[src/rtl/mul_accum.sv]
// Burst accumulator downstream of the 4x4 multiplier: sums LEN products over valid/ready
// and presents the sum with a sticky overflow flag. Define MUL_ACCUM_SAT_EN to saturate instead of wrap.
module mul_accum #(
  parameter int PROD_W = 8,
  parameter int ACC_W  = 16,
  parameter int LEN_W  = 4
) (
  input  logic              clk,
  input  logic              rst,
  input  logic              start,
  input  logic [LEN_W-1:0]  len,
  input  logic              in_valid,
  output logic              in_ready,
  input  logic [PROD_W-1:0] product,
  output logic              out_valid,
  input  logic              out_ready,
  output logic [ACC_W-1:0]  acc_out,
  output logic              overflow,
  output logic              busy
);

  typedef enum logic [1:0] {
    IDLE  = 2'd0,
    ACCUM = 2'd1,
    DONE  = 2'd2
  } state_t;

  state_t           state;
  state_t           state_next;
  logic [ACC_W-1:0] acc;
  logic             ovf;
  logic [LEN_W-1:0] remaining;

  logic             launch;
  logic             beat;
  logic [ACC_W:0]   sum;
  logic             carry;
  logic [ACC_W-1:0] acc_add;

  // NOTE: state registers use non-blocking assignments so every flop samples pre-edge values.
  always_ff @(posedge clk or posedge rst) begin
    if (rst) begin
      state <= IDLE;
    end else begin
      state <= state_next;
    end
  end

  // NOTE: every output of this block gets a default first, so no path can infer a latch.
  always_comb begin
    state_next = state;
    in_ready   = 1'b0;
    out_valid  = 1'b0;
    busy       = 1'b1;
    case (state)
      IDLE: begin
        busy = 1'b0;
        if (start) begin
          state_next = (len == '0) ? DONE : ACCUM;
        end
      end
      ACCUM: begin
        in_ready = 1'b1;
        if (in_valid && (remaining == LEN_W'(1))) begin
          state_next = DONE;
        end
      end
      DONE: begin
        out_valid = 1'b1;
        if (out_ready) begin
          state_next = IDLE;
        end
      end
      default: begin
        state_next = IDLE;
      end
    endcase
  end

  assign launch = (state == IDLE) && start;
  assign beat   = (state == ACCUM) && in_valid;

  // One extra bit catches the carry out of the accumulator width.
  assign sum   = {1'b0, acc} + (ACC_W + 1)'(product);
  assign carry = sum[ACC_W];

`ifdef MUL_ACCUM_SAT_EN
  assign acc_add = carry ? {ACC_W{1'b1}} : sum[ACC_W-1:0];
`else
  assign acc_add = sum[ACC_W-1:0];
`endif

  always_ff @(posedge clk or posedge rst) begin
    if (rst) begin
      acc       <= '0;
      ovf       <= 1'b0;
      remaining <= '0;
    end else if (launch) begin
      acc       <= '0;
      ovf       <= 1'b0;
      remaining <= len;
    end else if (beat) begin
      acc       <= acc_add;
      ovf       <= ovf | carry;
      remaining <= remaining - LEN_W'(1);
    end
  end

  assign acc_out  = acc;
  assign overflow = ovf;

endmodule

[config.mk]
export PLATFORM = sky130hd
export DESIGN_NAME = mul_accum
export DESIGN_NICKNAME = d
export VERILOG_FILES = /design/src/rtl/mul_accum.sv
export SDC_FILE = /design/constraint.sdc
export NUM_CORES = 1
export LEC_CHECK = 0
export ABC_AREA = 1
export BUFFER_PORTS_ARGS = -buffer_cell sky130_fd_sc_hd__buf_2
export CAP_MARGIN = 20
export CORE_MARGIN = 2
export CORE_UTILIZATION = 54
export DETAILED_ROUTE_END_ITERATION = 8
export GPL_TIMING_DRIVEN = 0
export PLACE_DENSITY = 0.8
export SYNTH_ARGS = -nofsm -noshare
export SYNTH_HDL_FRONTEND = slang
export SYNTH_SLANG_ARGS = --single-unit
[constraint.sdc]
create_clock -name clk -period 2.2 [get_ports clk]
set_clock_uncertainty 0.05 [all_clocks]
set_input_delay 0.55 -clock clk [delete_from_list [all_inputs] [get_ports clk]]
set_output_delay 0.55 -clock clk [all_outputs]
set_load 0.005 [all_outputs]
After elaboration in Yosys (flattened, before gate mapping) --
Cells that the tools add are included.
Operators by class: $add $sub $neg 2, equal/unequal tests 6, muxes and demuxes 14, bitwise operators 1, reductions and logical operators 7
Operator list (number):
- two-way mux 16 bit | 2
- adder 16 x 8 -> 17 bit | 1
- two-way mux 2 bit | 4
- two-way mux 4 bit | 2
- inequality test 2 bit (second input constant) | 3
- case mux 2 bit (3 select lines) | 1
- two-way mux 1 bit | 5
- equality test 4 x 1 -> 1 bit (second input constant) | 1
- logical NOT 4 bit | 1
- subtractor 4 x 1 -> 4 bit (second input constant) | 1
- logical AND 1 bit | 3
- AND reduction 3 bit | 1
- equality test 2 x 1 -> 1 bit (second input constant) | 1
- equality test 2 bit (second input constant) | 1
- logical NOT 2 bit | 1
- nonzero test 2 bit | 1
- bitwise OR 1 bit | 1
Storage, ports and cells: bits in registers 23, output and inout bits 20

Longest topological paths before layout --
Gate-level depths: netlist of run 1.
depth after elaboration 4, gate-level depth with buffers 12, gate-level depth less buffers 12

Worst setup path after synthesis of run 1 --
Ideal clock, no wire load.
path kind input-to-reg, from in product[0], to reg acc[12], in the netlist acc_out[12], setup time 0.117 ns, arrival 1.792 ns, data required time 2.033 ns, slack 0.242 ns, stages on the path 12, buffers on the path 0, path through ha_1 -> fa_1 -> inv_1 -> nor2_1 -> nor2_1 -> inv_1 -> nand2_1 -> nand2_1 -> nand2_1 -> nand2_1 -> nand2_1 -> nor2_1
On the way: word-level cells in the longest chain between the ends 3
RTL lines:
- start: declaration | line 14 | input logic [PROD_W-1:0] product,
- adder 16 x 8 -> 17 bit | line 84 | assign sum = {1'b0, acc} + (ACC_W + 1)'(product);
- two-way mux 16 bit | line 102 | end else if (beat) begin
- two-way mux 16 bit | line 98 | end else if (launch) begin
- end signal: assignment | line 95 | acc <= '0;
- end signal: assignment | line 99 | acc <= '0;
- end signal: assignment | line 103 | acc <= acc_add;
- end: declaration | line 30 | logic [ACC_W-1:0] acc;
No other way between the ends. The select of a mux whose other input is x is not followed. A chain may end at the register's enable or synchronous reset.

Final worst setup path of run 1 --
from reg acc[0], in the netlist acc_out[0], to reg acc[12], in the netlist acc_out[12]
On the way: word-level cells in the longest chain between the ends 3
RTL lines (line):
- adder 16 x 8 -> 17 bit | 84
- two-way mux 16 bit | 102
- two-way mux 16 bit | 98
No other way between the ends. The select of a mux whose other input is x is not followed.

==> results of run 1 <==
-- kinds of logic after synthesis --
logic type               count (synthesis)
AND/OR/NAND/NOR                        124
XOR/XNOR                                 2
AO/OA/AOI/OAI                           34
flip-flops                              23
buffers and inverters                   37
adder cells (fa/ha/maj)                 11
-- state kept, by name (all words and copies together) (netlist names) --
register   cells
acc_out       16
overflow       1
remaining      4
state          2
-- critical path, delay by kind of cell (launching register included) --
kind | cells | cell delay, ns
buffers and inverters | 2 | 0.16
flip-flops | 1 | 0.42
AND/OR/NAND/NOR | 8 | 0.59
adder cells (fa/ha/maj) | 2 | 0.67
-- stage by stage --
step / hold slack, ns / power (W) / utilization (%) / instance area (µm²)
2_1_floorplan: 0.449 / 0.00146 / - / 1610
3_3_place_gp: 0.439 / 0.00174 / 65.3 / 1830
3_5_place_dp: 0.445 / 0.00177 / 65.3 / 1830
4_1_cts: 0.373 / 0.00197 / 66.2 / 1860
5_1_grt: 0.419 / 0.00217 / 66.2 / 1860
6_report: 0.329 / 0.00197 / 66.2 / 1860
-- power groups by stage --
stage / sequential (W) / clock [W] / combinational (W)
4_1_cts: 0.000673 / 0.000207 / 0.00109
6_report: 0.000673 / 0.000209 / 0.00109
5_1_grt: 0.000696 / 0.000226 / 0.00124
2_1_floorplan: 0.000670 / 0 / 0.000787
3_5_place_dp: 0.000682 / 0 / 0.00109
3_3_place_gp: 0.000676 / 0 / 0.00106
-- layer usage --
layer	track usage, %	vias to the layer above	routed length, µm
li1	-	831	-
met4	7.14	0	57
met3	3.08	7	210
met1	31.0	711	1680
met5	0	-	0
met2	36.9	48	1570
-- synth_stat cells, drive strengths merged --
cell,n
a21o,2
o22ai,1
o221ai,1
ha,10
a22o,2
a31oi,1
o211ai,1
a41oi,1
nand3,23
nor3,2
dfrtp,23
buf,3
xnor2,2
fa,1
a21oi,12
nand4,1
nand2,67
inv,34
nor2,31
o21ai,12
o31ai,1
-- cell type report --
type / instances / area share, %
Sequential cell: 23 / 31.0
Timing Repair Buffer: 36 / 9.70
Clock inverter: 1 / 0.269
Tap cell: 31 / 2.09
Inverter: 34 / 6.87
Buffer: 3 / 1.08
Multi-Input combinational cell: 171 / 47.8
Clock buffer: 3 / 1.21
-- path summary, 6_finish.rpt --
check / startpoint / endpoint / slack, ns / depth (start not counted)
max in group asynchronous: rst / acc_out[12]$_DFFE_PP0P_ / 1.24 / 2
worst min-delay path: rst / acc_out[5]$_DFFE_PP0P_ / 0.33 / 2
worst max register to register: acc_out[0]$_DFFE_PP0P_ / acc_out[12]$_DFFE_PP0P_ / 0.23 / 12
worst min register to register: acc_out[3]$_DFFE_PP0P_ / acc_out[3]$_DFFE_PP0P_ / 0.47 / 1
worst max-delay path: acc_out[0]$_DFFE_PP0P_ / acc_out[12]$_DFFE_PP0P_ / 0.23 / 12
min in group clk: out_ready / state[1]$_DFFE_PP0P_ / 0.43 / 4
==> results.sh, run 1 <==
export IMPL_setup_tns_ns=0
export IMPL_finalSetupViolations=0
export IMPL_drv_slew=0
export IMPL_rows=19
export IMPL_final_cell_mix="nand2_1 (65), buf_2 (37), inv_1 (33)"
export IMPL_fillCellCount=270
export IMPL_post_drt_via_cell_ratio=5.29
export IMPL_finalNonFillerCells=302
export IMPL_cts_tree="yes"
export IMPL_ir_drop_v=0.000516
export IMPL_yosysTopAreaCell="dfrtp_1"
export IMPL_fp_dieH_um=58.6
export IMPL_cp_slowest_stage_delay_ns=0.44
export IMPL_synth_xor_area_share_pct=1.09
export IMPL_ff_latch_area_um2=576
export IMPL_switchingPower_w=0.000921
export IMPL_fmax_mhz=507
export IMPL_grt_max_degree=24
export IMPL_dp_hpwl_mm=2.75
export IMPL_swShare_pct=46.7
export IMPL_vias=1597
export IMPL_final_common_cell="nand2_1"
export IMPL_yosysWarnings=0
export IMPL_place_ws_ns=-0.0417
export IMPL_worstHoldPathType="primary input to asynchronous set/reset pin"
export IMPL_ioPinCount=37
export IMPL_powerDensity_mw_per_mm2=1060
export IMPL_dp_cells=298
export IMPL_ctsHoldBuffers=0
export IMPL_cts_resized=0
export IMPL_synth_top_family_by_area="simple AND/OR/NAND/NOR gates"
export IMPL_yosys_area_share_adder_pct=9.01
export IMPL_grt_pass1_vias=1392
export IMPL_syn_num_nets=259
export IMPL_violations="DRC"
export IMPL_synth_seq_cells=23
export IMPL_finalHoldViolCount=0
export IMPL_synth_top_area_share_pct=35.7
export IMPL_synth_cell_types=29
export IMPL_power_share_sequential_pct=34.1
export IMPL_drtPass1Iterations=6
export IMPL_die_area_mm2=0.00344
export IMPL_max_slew_margin_pct=42.5
export IMPL_post_route_period_util_pct=89.6
export IMPL_clockBufferDepth=2
export IMPL_crit_slowest_cell="fa_1"
export IMPL_final_nets=300
export IMPL_core_mm2=0.00281
export IMPL_initial_core_util_pct=57.4
export IMPL_synthMuxAreaShare_pct=0
export IMPL_clk_latency_ns=0.32
export IMPL_leakagePower_nw=1.09
export IMPL_max_cap_viol_count=0
export IMPL_route_detailed_drc=5
export IMPL_gp_congestion=0.842
export IMPL_layout_drive_gt1_share_pct=17.7
export IMPL_synth_compound_area_share_pct=12.3
export IMPL_worstPathArrival_ns=2.15
export IMPL_synthCells=231
export IMPL_area_growth_synth_to_final_pct=15.3
export IMPL_totalWireLength_mm=3.51
export IMPL_synth_simple_gate_area_share_pct=32.8
export IMPL_syn_area_mm2=0.00161
export IMPL_grt_pass1_wl_mm=5.88
export IMPL_p_clk_share_pct=10.6
export IMPL_avgSynthCellArea_um2=6.98
export IMPL_synth_area_leaders="dfrtp_1 (36%), nand2_1 (15%), ha_1 (7.8%)"
export IMPL_status="finished with violations"
export IMPL_ys_seq_area_share_pct=35.7
export IMPL_die_w_um=58.6
export IMPL_clkSinkCount=23
export IMPL_cp_start_kind="flop"
export IMPL_internal_power_w=0.00105
export IMPL_insertedDiodeCount=0
export IMPL_drtIter0Drc=67
export IMPL_multi_input_area_um2=888
export IMPL_required_ns=2.38
export IMPL_fin_crit_ns=1.97
export IMPL_crit_top_cell="nand2_1"
export IMPL_cts_buffers_inserted=3
export IMPL_port_buffers=36
export IMPL_htree_levels=1
export IMPL_wl_per_cell_um=11.6
export IMPL_cp_end_kind="flop"
export IMPL_path_class="flop to flop"
export IMPL_p_comb_share_pct=55.3
export IMPL_ant_nets=0
export IMPL_post_cts_setup_buffer_count=0
export IMPL_clkTransAtPathRegs_ns=0.14
export IMPL_worst_pin_slew_ns=0.862
export IMPL_antenna_found_initial=0
export IMPL_track_usage_pct=22.5
export IMPL_grt_setup_unrepaired="false"
export IMPL_fin_ws_ns=0.229
export IMPL_cts_root_buf="clkbuf_4"
export IMPL_crit_chain="ha_1, fa_1, inv_1, nor2_1, nor2_1, inv_1, nand2_1, nand2_1, nand2_1, nand2_1, nand2_1, nor2_1"
export IMPL_overflow=0
export IMPL_cp_max_fo=4
No activity file was read; power rests on OpenSTA's default activity.
==> run 2: changes to the inputs <==
Settings changed: MAX_ROUTING_LAYER set to met4.
==> results.sh, run 2 (synthesis gave the netlist of run 1 again) <==
export IMPL_finalHoldViolCount=0
export IMPL_final_cell_mix="nand2_1 (65), buf_2 (37), inv_1 (33)"
export IMPL_crit_top_cell="nand2_1"
export IMPL_max_cap_viol_count=0
export IMPL_insertedDiodeCount=0
export IMPL_die_w_um=58.6
export IMPL_area_growth_synth_to_final_pct=15.3
export IMPL_p_comb_share_pct=55.3
export IMPL_dp_cells=298
export IMPL_p_clk_share_pct=10.5
export IMPL_post_route_period_util_pct=89.6
export IMPL_swShare_pct=46.7
export IMPL_cp_max_fo=4
export IMPL_grt_max_degree=24
export IMPL_wl_per_cell_um=11.6
export IMPL_wl_met1_mm=1.69
export IMPL_drtPass1Iterations=6
export IMPL_drtIter0Drc=80
export IMPL_rows=19
export IMPL_core_mm2=0.00281
export IMPL_cp_startpoint="acc_out[0]$_DFFE_PP0P_"
export IMPL_crit_chain="ha_1, fa_1, inv_1, nor2_1, nor2_1, inv_1, nand2_1, nand2_1, nand2_1, nand2_1, nand2_1, nor2_1"
export IMPL_power_share_sequential_pct=34.2
export IMPL_fin_crit_ns=1.97
export IMPL_path_class="flop to flop"
export IMPL_die_area_mm2=0.00344
export IMPL_worst_pin_slew_ns=0.861
export IMPL_cts_root_buf="clkbuf_4"
export IMPL_switchingPower_w=0.000919
export IMPL_largest_reg_flops=16
export IMPL_fmax_mhz=508
export IMPL_ctsHoldBuffers=0
export IMPL_cp_start_kind="flop"
export IMPL_powerDensity_mw_per_mm2=1060
export IMPL_final_common_cell="nand2_1"
export IMPL_antenna_found_initial=0
export IMPL_ir_drop_v=0.000517
export IMPL_clk_latency_ns=0.32
export IMPL_required_ns=2.37
export IMPL_worstHoldPathType="primary input to asynchronous set/reset pin"
export IMPL_port_buffers=36
export IMPL_clkTransAtPathRegs_ns=0.14
export IMPL_dp_hpwl_mm=2.75
export IMPL_totalWireLength_mm=3.51
export IMPL_grt_setup_unrepaired="false"
export IMPL_cts_buffers_inserted=3
export IMPL_initial_core_util_pct=57.4
export IMPL_grt_pass1_vias=1393
export IMPL_post_drt_via_cell_ratio=5.28
export IMPL_gp_congestion=0.855
export IMPL_htree_levels=1
export IMPL_cp_slowest_stage_delay_ns=0.44
export IMPL_overflow=0
export IMPL_post_cts_setup_buffer_count=0
export IMPL_wl_met2_mm=1.57
export IMPL_status="finished with violations"
export IMPL_worstPathArrival_ns=2.14
export IMPL_track_usage_pct=23.2
export IMPL_cts_resized=0
export IMPL_clockBufferDepth=2
export IMPL_route_detailed_drc=5
export IMPL_cp_end_kind="flop"
export IMPL_layout_drive_gt1_share_pct=17.7
export IMPL_violations="DRC"
export IMPL_cts_tree="yes"
export IMPL_crit_slowest_cell="fa_1"
export IMPL_ant_nets=0
export IMPL_internal_power_w=0.00105
export IMPL_routed_top_layer="met4"
export IMPL_drv_slew=0
export IMPL_whs_ns=0.329
export IMPL_final_nets=300
export IMPL_grt_pass1_wl_mm=5.88
export IMPL_finalSetupViolations=0
export IMPL_rr_startpoint="acc_out[0]$_DFFE_PP0P_"
export IMPL_finalNonFillerCells=302
export IMPL_leakagePower_nw=1.09
export IMPL_clkSinkCount=23
export IMPL_fp_dieH_um=58.6
export IMPL_max_slew_margin_pct=42.5
export IMPL_timing_reg2reg_setup_slack_ns=0.23
export IMPL_vias=1596
export IMPL_ioPinCount=37
export IMPL_met3WireLength_um=191
## run 2: cell counts in the layout (fill, tap and decap cells not counted)
Identical to the previous run, type by type.
## run 2: worst paths after layout
check,to,cells past startpoint
setup / recovery,acc_out[12]$_DFFE_PP0P_,12
hold / removal,acc_out[5]$_DFFE_PP0P_,2
setup reg to reg,acc_out[12]$_DFFE_PP0P_,12
hold reg to reg,acc_out[3]$_DFFE_PP0P_,1
max in group asynchronous,overflow$_DFFE_PP0P_,2
min in group clk,state[1]$_DFFE_PP0P_,4
## run 2: stage by stage
step / setup TNS, ns / cell area, µm² / total power (W) / setup slack (ns) / util, %
4_1_cts: 0 / 1860 / 0.00197 / 0.218 / 66.2
3_5_place_dp: -0.0454 / 1830 / 0.00177 / -0.0417 / 65.3
2_1_floorplan: 0 / 1610 / 0.00146 / 0.242 / -
5_1_grt: 0 / 1860 / 0.00217 / 0.0724 / 66.2
6_report: 0 / 1860 / 0.00197 / 0.230 / 66.2
3_3_place_gp: -0.0227 / 1830 / 0.00174 / -0.0227 / 65.3
## run 2: routing by layer
layer / track usage, % / up-vias
met5: - / -
li1: - / 828
met3: 2.64 / 7
met4: 7.14 / 0
met2: 36.9 / 48
met1: 31.3 / 713
## run 2: area by class of cell
cell class / count / area, µm²
Tap cell: 31 / 38.8
Multi-Input combinational cell: 171 / 888
Timing Repair Buffer: 36 / 180
Fill cell: 270 / 947
Inverter: 34 / 128
Clock inverter: 1 / 5.00
Sequential cell: 23 / 576
Buffer: 3 / 20.0
Clock buffer: 3 / 22.5
## run 2: power by group through the flow
stage	Clock, W	Sequential (W)	Combinational [W]
floorplan	0	0.000670	0.000787
global placement	0	0.000676	0.00106
detailed placement	0	0.000682	0.00109
CTS	0.000207	0.000673	0.00109
global route	0.000226	0.000696	0.00124
finish	0.000206	0.000674	0.00109
## run 2: critical path, delay by kind of cell, from the launching register on
kind | cells | cell delay, ns
fa+ha+maj | 2 | 0.67
simple gates | 8 | 0.59
flops | 1 | 0.41
buf+inv | 2 | 0.16
==> run 3: changes to the inputs <==
Settings changed: CORE_UTILIZATION 54 to 40, PLACE_DENSITY 0.8 to not set.
==> results.sh, run 3 (synthesis gave the netlist of run 1 again) <==
export IMPL_dp_cells=317
export IMPL_track_usage_pct=17.8
export IMPL_core_mm2=0.00394
export IMPL_place_area_mm2=0.00185
export IMPL_cts_root_buf="clkbuf_8"
export IMPL_setup_tns_ns=0
export IMPL_insertedDiodeCount=0
export IMPL_powerDensity_mw_per_mm2=1060
export IMPL_rr_worst_depth=12
export IMPL_ioPinCount=37
export IMPL_critPathTopFamily="adder cells"
export IMPL_p_clk_share_pct=13.4
export IMPL_totalWireLength_mm=3.68
export IMPL_layout_drive_gt1_share_pct=18.0
export IMPL_ctsHoldBuffers=0
export IMPL_gp_congestion=0.785
export IMPL_post_route_period_util_pct=91.5
export IMPL_initial_core_util_pct=40.9
export IMPL_internal_power_w=0.00112
export IMPL_cp_end_kind="flop"
export IMPL_switchingPower_w=0.000921
export IMPL_post_drt_via_cell_ratio=4.82
export IMPL_fp_dieH_um=67.5
export IMPL_grt_max_degree=24
export IMPL_clkSinkCount=23
export IMPL_cp_max_fo=4
export IMPL_cts_resized=0
export IMPL_final_common_cell="nand2_1"
export IMPL_rows=23
export IMPL_drtPass1Iterations=5
export IMPL_grt_setup_unrepaired="false"
export IMPL_antenna_found_initial=0
export IMPL_overflow=0
export IMPL_status="finished, final reports clean"
export IMPL_drv_slew=0
export IMPL_power_share_sequential_pct=32.9
export IMPL_dp_hpwl_mm=2.85
export IMPL_ir_drop_v=0.000403
export IMPL_final_nets=301
export IMPL_wl_per_cell_um=11.4
export IMPL_fmax_mhz=497
export IMPL_cts_buffers_inserted=3
export IMPL_clockBufferDepth=2
export IMPL_grt_pass1_wl_mm=6.00
export IMPL_crit_chain="ha_1, fa_1, inv_1, nor2_1, nor2_1, inv_1, nand2_1, nand2_1, nand2_1, nand2_1, nand2_1, nor2_1"
export IMPL_final_cell_mix="nand2_1 (65), buf_2 (37), inv_1 (33)"
export IMPL_area_growth_synth_to_final_pct=19.6
export IMPL_cp_num_buf_inv=2
export IMPL_crit_cells=12
export IMPL_rr_startpoint="acc_out[0]$_DFFE_PP0P_"
export IMPL_swShare_pct=45.2
export IMPL_route_detailed_drc=0
export IMPL_htree_levels=1
export IMPL_path_class="flop to flop"
export IMPL_worstPathArrival_ns=2.13
export IMPL_reg2reg_to="acc_out[12]$_DFFE_PP0P_"
export IMPL_worst_pin_slew_ns=0.539
export IMPL_clkTransAtPathRegs_ns=0.09
export IMPL_finalSetupViolations=0
export IMPL_die_w_um=67.5
export IMPL_final_area_mm2=0.00193
export IMPL_finalNonFillerCells=322
export IMPL_clk_latency_ns=0.26
export IMPL_die_area_mm2=0.00455
export IMPL_drtIter0Drc=58
export IMPL_finalHoldViolCount=0
export IMPL_cts_tree="yes"
export IMPL_p_comb_share_pct=53.7
export IMPL_crit_slowest_cell="fa_1"
export IMPL_leakagePower_nw=1.11
export IMPL_final_core_util_pct=48.9
export IMPL_cp_slowest_stage_delay_ns=0.46
export IMPL_vias=1552
export IMPL_post_cts_setup_buffer_count=0
export IMPL_fin_crit_ns=2.01
export IMPL_required_ns=2.31
export IMPL_crit_top_cell="nand2_1"
export IMPL_port_buffers=36
export IMPL_cp_start_kind="flop"
export IMPL_max_slew_margin_pct=64.0
export IMPL_grt_pass1_vias=1332
export IMPL_timing_reg2reg_setup_slack_ns=0.19
export IMPL_max_cap_viol_count=0
export IMPL_ant_nets=0
export IMPL_worstHoldPathType="primary input to asynchronous set/reset pin"
export IMPL_largest_reg_flops=16
==> run 3: routing by layer <==
metal,vias up,part of all wire [%],GRT usage (%)
met4,0,0.65,4.59
li1,825,-,-
met1,698,51,24.7
met2,27,44,27.5
met3,2,3.9,2.00
met5,-,0,-
==> run 3: layout make-up <==
type                            instances  area [µm²]
Buffer                                  3        20.0
Clock buffer                            3        41.3
Clock inverter                          1        5.00
Fill cell                             451        2010
Inverter                               34         128
Multi-Input combinational cell        171         888
Sequential cell                        23         576
Tap cell                               50        62.6
Timing Repair Buffer                   37         208
==> run 3: through the flow <==
step / hold slack (ns) / total power [W] / worst slack (ns)
CTS: 0.464 / 0.00206 / 0.165
global placement: 0.438 / 0.00176 / -0.0818
floorplan: 0.449 / 0.00146 / 0.242
global route: 0.304 / 0.00225 / 0.0396
finish: 0.272 / 0.00204 / 0.187
detailed placement: 0.450 / 0.00178 / -0.0911
==> run 3: power groups by stage <==
stage | sequential (W) | combinational (W) | clock (W)
6_report | 0.000670 | 0.00109 | 0.000272
5_1_grt | 0.000692 | 0.00126 | 0.000296
4_1_cts | 0.000671 | 0.00110 | 0.000287
3_5_place_dp | 0.000681 | 0.00110 | 0
3_3_place_gp | 0.000679 | 0.00108 | 0
2_1_floorplan | 0.000670 | 0.000787 | 0
==> run 3: worst max-delay path by stage <==
stage / slack (ns) / to / startpoint
6_report: 0.19 / acc_out[12]$_DFFE_PP0P_ / acc_out[0]$_DFFE_PP0P_
5_1_grt: 0.04 / acc_out[12]$_DFFE_PP0P_ / acc_out[0]$_DFFE_PP0P_
4_1_cts: 0.16 / acc_out[12]$_DFFE_PP0P_ / acc_out[0]$_DFFE_PP0P_
3_5_place_dp: -0.09 / acc_out[12]$_DFFE_PP0P_ / product[0]
3_3_place_gp: -0.08 / acc_out[12]$_DFFE_PP0P_ / product[0]
2_1_floorplan: 0.24 / acc_out[12]$_DFFE_PP0P_ / product[0]
==> run 3: worst min-delay path, cell delays in order <==
cell    delay, ns
buf_2        0.09
inv_1        0.11
buf_16       0.19
